<file path="config.mk">
export PLATFORM = sky130hd
export DESIGN_NAME = pdm_demod
export DESIGN_NICKNAME = d
export VERILOG_FILES = /design/src/rtl/pdm_demod.sv
export SDC_FILE = /design/constraint.sdc
export NUM_CORES = 1
export LEC_CHECK = 0
export ABC_CLOCK_PERIOD_IN_PS = 1800
export CAP_MARGIN = 0
export CELL_PAD_IN_SITES_DETAIL_PLACEMENT = 1
export CELL_PAD_IN_SITES_GLOBAL_PLACEMENT = 2
export CORE_MARGIN = 5
export CORE_UTILIZATION = 25
export CTS_BUF_LIST = sky130_fd_sc_hd__clkbuf_16
export DETAILED_ROUTE_END_ITERATION = 10
export PLACE_DENSITY = 0.62
export SYNTH_ARGS = -nofsm -noshare
export SYNTH_HDL_FRONTEND = slang
export SYNTH_SLANG_ARGS = --single-unit
</file>
<file path="constraint.sdc">
create_clock -name clk30 -period 1.8 [get_ports clk30]
set_input_delay 0.18 -clock clk30 [delete_from_list [all_inputs] [get_ports clk30]]
set_output_delay 0.18 -clock clk30 [all_outputs]
set_load 0.005 [all_outputs]
</file>
<file path="src/rtl/pdm_demod.sv">
// -----------------------------------------------------------------------------
// pdm_demod
//
// Decimates a 1-bit pulse-density-modulated stream to a PCM word by counting
// ones over a fixed window of 2^WINDOW_LOG2 sample ticks. A sample tick occurs
// once every CLK_DIV cycles of clk30. Each completed window is offered through
// a single-entry valid/ready output register.
//
// Parameters:
//   WINDOW_LOG2  window length is 2^WINDOW_LOG2 samples (2..16)
//   CLK_DIV      clk30 cycles per PDM sample (2..65535)
//
// Ports:
//   clk30      sole clock
//   rst        asynchronous active-high reset
//   pdm_in     asynchronous PDM bitstream (synchronised internally)
//   pcm_data   count of ones in the last window, 0..2^WINDOW_LOG2
//   pcm_valid  pcm_data holds an unconsumed result
//   pcm_ready  consumer accepts pcm_data when pcm_valid && pcm_ready
//   overrun    sticky flag: a completed window was dropped (cleared by rst)
//   pdm_clk    PDM clock for an external source (only with the macro below)
//
// Build option:
//   PDM_DEMOD_CLKOUT_EN  when defined, adds the registered pdm_clk output,
//                        low for the first CLK_DIV/2 counts of each sample
//                        period and high for the rest, so the source sees a
//                        rising edge mid-period and data is taken at period end.
// -----------------------------------------------------------------------------
module pdm_demod #(
  parameter int WINDOW_LOG2 = 8,
  parameter int CLK_DIV     = 10
) (
  input  logic                   clk30,
  input  logic                   rst,
  input  logic                   pdm_in,
  output logic [WINDOW_LOG2:0]   pcm_data,
  output logic                   pcm_valid,
  input  logic                   pcm_ready,
  output logic                   overrun
`ifdef PDM_DEMOD_CLKOUT_EN
  ,
  output logic                   pdm_clk
`endif
);

  localparam int DIV_W = (CLK_DIV > 1) ? $clog2(CLK_DIV) : 1;
  localparam logic [DIV_W-1:0]       DIV_LAST = DIV_W'(CLK_DIV - 1);
  localparam logic [DIV_W-1:0]       DIV_HALF = DIV_W'(CLK_DIV / 2);
  localparam logic [WINDOW_LOG2-1:0] IDX_LAST = '1;

  // Running count plus the current sample. The accumulator holds at most
  // 2^WINDOW_LOG2-1 before the last sample, so the extra bit never overflows.
  function automatic logic [WINDOW_LOG2:0] add_sample(
    input logic [WINDOW_LOG2:0] sum,
    input logic                 bit_in
  );
    return sum + {{WINDOW_LOG2{1'b0}}, bit_in};
  endfunction

  logic                   s1;
  logic                   s2;
  logic [DIV_W-1:0]       div_cnt;
  logic [DIV_W-1:0]       div_nxt;
  logic                   tick;
  logic [WINDOW_LOG2:0]   acc;
  logic [WINDOW_LOG2-1:0] idx;
  logic                   win_done;
  logic [WINDOW_LOG2:0]   result;
  logic                   load;

  assign tick     = (div_cnt == DIV_LAST);
  assign div_nxt  = tick ? '0 : div_cnt + DIV_W'(1);
  assign win_done = tick && (idx == IDX_LAST);
  assign result   = add_sample(acc, s2);
  // A finished window may enter the register when it is empty or being
  // drained on this very edge.
  assign load     = win_done && (!pcm_valid || pcm_ready);

  // ---- stage: input synchroniser ----
  always_ff @(posedge clk30 or posedge rst) begin
    if (rst) begin
      s1 <= 1'b0;
      s2 <= 1'b0;
    end else begin
      s1 <= pdm_in;
      s2 <= s1;
    end
  end

  // ---- stage: sample divider and window accumulator ----
  always_ff @(posedge clk30 or posedge rst) begin
    if (rst) begin
      div_cnt <= '0;
      acc     <= '0;
      idx     <= '0;
    end else begin
      div_cnt <= div_nxt;
      if (tick) begin
        idx <= idx + WINDOW_LOG2'(1);
        acc <= win_done ? '0 : result;
      end
    end
  end

  // ---- stage: output register and overrun flag ----
  always_ff @(posedge clk30 or posedge rst) begin
    if (rst) begin
      pcm_data  <= '0;
      pcm_valid <= 1'b0;
      overrun   <= 1'b0;
    end else begin
      if (load) begin
        pcm_data  <= result;
        pcm_valid <= 1'b1;
      end else if (win_done) begin
        overrun   <= 1'b1;
      end else if (pcm_valid && pcm_ready) begin
        pcm_valid <= 1'b0;
      end
    end
  end

`ifdef PDM_DEMOD_CLKOUT_EN
  // ---- stage: external PDM clock ----
  // Decoded from the next divider value so the flop tracks div_cnt exactly.
  always_ff @(posedge clk30 or posedge rst) begin
    if (rst) begin
      pdm_clk <= 1'b0;
    end else begin
      pdm_clk <= (div_nxt >= DIV_HALF);
    end
  end
`endif

endmodule

</file>
==> qor.txt <==
outcome -> complete, no violations
Final min period -> 1.64 ns
Post-synth top cells -> 34 x dfrtp_1, 13 x nand2_1, 12 x xnor2_1, 10 x mux2_2, 8 x nor2_1
sequential cell fraction of total power -> 0.431
reg2reg start -> acc[0]
distinct cell type count after synthesis -> 27
largest net degree at the start of global routing -> 35
CTS clock-pin slew for the worst setup and hold paths -> 0.05 ns
num rows -> 28
setup slack at placement -> 0.0393 ns
Avg Vias per Cell -> 4.50
Synth Cell Area -> 1530 µm²
clk_skew -> 0.00277 ns
Seq cells post-synth -> 34
Final setup viols -> 0
DRT Pass-1 Iters -> 4
cell count after synthesis -> 128
Worst Path Arrival -> 1.85 ns
Finished Core Util -> 0.337
Avg WL per Cell -> 14.2 µm
Clk Tree Root Cell -> clkbuf_16
post-layout net count -> 162
Clk pwr share -> 0.504
Post-Syn Area per Cell -> 12.0 µm²
Die Span X -> 88.3 µm
Core Area -> 5960 µm²
critical path launch point type -> register
GR Overflow Total -> 0
total setup buffers inserted after CTS -> 0
final hold viol count -> 0
top_reg_cell synth -> dfrtp_1
cell taking the most area after synthesis -> dfrtp_1
pins over their slew limit -> 0
synth warn -> 0
largest cells by area after synthesis -> dfrtp_1 55%, mux2_2 7.3%, xnor2_1 6.9%
WL final -> 3280 µm
Setup CP Type -> register to register
first-pass GRT wire length -> 5680 µm
Mapped Nets -> 135
hold_ws -> 0.304 ns
combinational fraction of design power -> 0.064
vias in the first global route -> 1153
Gates resized, CTS repair -> 0
I/O Buffers -> 14
drc violations -> 0
gr usage total -> 0.0962
Reg2Reg Setup Slack -> 0.16 ns
maximum vdd drop -> 0.353 mV
Area Growth Syn to Fin -> 30.7%
RSZ-0062 raised after global routing -> false
routed via count -> 1039
Post-synth EDFFs -> 0
Die Y -> 88.3 µm
Clock Sinks -> 34
later-pin clock latency in the skew report -> 0.27 ns
max_slew headroom -> 0.704
post-detail-place hpwl -> 2320 µm
post-synthesis sequential area ratio -> 0.555
Tightest Hold Check Type -> input port to asynchronous set/reset pin
net switching power -> 383 µW
max-cap violations -> 0
number of diodes -> 0
initial DRC count -> 23
Num CTS Buffers -> 5
actual slew at the worst max-slew pin -> 0.444 ns
fraction of registers with async set/reset -> 1.00
setup ws final -> 0.164 ns
Worst R2R End -> acc[4]
R2R depth -> 6
Placer Congestion -> 0.665
layout cell share with drive strength beyond 1 -> 0.186
Starting Density -> 0.258
most instantiated library cell after synthesis -> dfrtp_1
Setup TNS Final -> 0 ns
Yosys top cell area share -> 0.555
critical path fanouts, max -> 7
Pwr Density -> 933 nW/µm²
cts hold-fix bufs -> 0
die footprint -> 7800 µm²
Worst setup EP type -> register
required time of the critical path -> 2.01 ns
maximum clock path buffer count -> 2
IO Pins -> 15
CTS tree -> done
Antenna Nets Post-Route -> 0
initial antenna violation count -> 0
CTS HTree Levels -> 2
fin crit share -> 0.909
Leak -> 0.000951 µW
Switching Share -> 0.205
Max Clock Freq -> 611 MHz
cell-internal power -> 1490 µW
routing by layer:
layer / global-route usage / wire (µm) / vias to the layer above
met2: 0.158 / 1600 / 12
met3: 0.0279 / 102 / 4
met5: 0 / 0 / -
met1: 0.114 / 1530 / 528
met4: 0.0495 / 56 / 0
li1: - / - / 495
worst max-delay path by stage:
stage / start / slack, ns / depth (start not counted) / endpoint
3_5_place_dp: acc[0] / 0.04 / 6 / acc[4]
6_report: acc[0] / 0.16 / 6 / acc[4]
2_1_floorplan: div_cnt[2] / 0.15 / 4 / pcm_data[0]
3_3_place_gp: acc[0] / 0.08 / 6 / acc[4]
5_1_grt: div_cnt[2] / 0.02 / 5 / acc[1]
4_1_cts: acc[0] / 0.02 / 6 / acc[4]
area by class of cell:
type                            instances  area (µm²)
Clock inverter                          3        37.5
Timing Repair Buffer                   21         205
Multi-Input combinational cell         90         681
Inverter                                3        11.3
Clock buffer                            5         125
Tap cell                               75        93.8
Sequential cell                        34         851
Fill cell                             668        3950
state kept, by name (all words and copies together), names as in the netlist:
signal,flops
overrun,1
s1,1
pcm_valid,1
div_cnt,4
idx,8
s2,1
pcm_data,9
acc,9
layout by cell type, fill, tap and decap left out, drive strengths merged, types with 3 or more instances in the layout:
cell and instances:
a22o 5, mux2 10, a21oi 3, and3 3, clkbuf 5, xnor2 12
buf 7, a21o 3, ha 3, inv 5, nand4 3, xor2 6
nor2 8, clkdlybuf4s50 14, dfrtp 34, nand3 6, nand2 13
worst max-delay path: stages (launching register included):
cell and delay (ns):
dfrtp_1 0.35, ha_1 0.28, ha_4 0.22, nand3_1 0.14, or3_1 0.34, a21oi_1 0.15, a21o_1 0.09
power groups by stage:
stage / sequential (µW) / clock, µW / combinational (µW)
finish: 806 / 943 / 121
CTS: 804 / 968 / 114
global route: 811 / 1010 / 139
global placement: 815 / 0 / 110
floorplan: 817 / 0 / 68.1
detailed placement: 817 / 0 / 113
kinds of logic after synthesis:
logic type	Yosys count	synth area share
AOI/OAI and AO/OA	13	0.0595
and+or+nand+nor	45	0.169
adders and majority gates	3	0.0245
muxes	11	0.0799
buffers and inverters	4	0.00979
DFF	34	0.555
xor gates and xnor gates	18	0.103
metrics by stage:
stage | total power (µW) | instances | instance area (µm²)
2_1_floorplan | 885 | 128 | 1530
3_3_place_gp | 925 | 223 | 1830
3_5_place_dp | 930 | 223 | 1830
4_1_cts | 1890 | 231 | 1990
5_1_grt | 1960 | 231 | 2000
6_report | 1870 | 231 | 2000
Power figures use the tool's default switching activity.
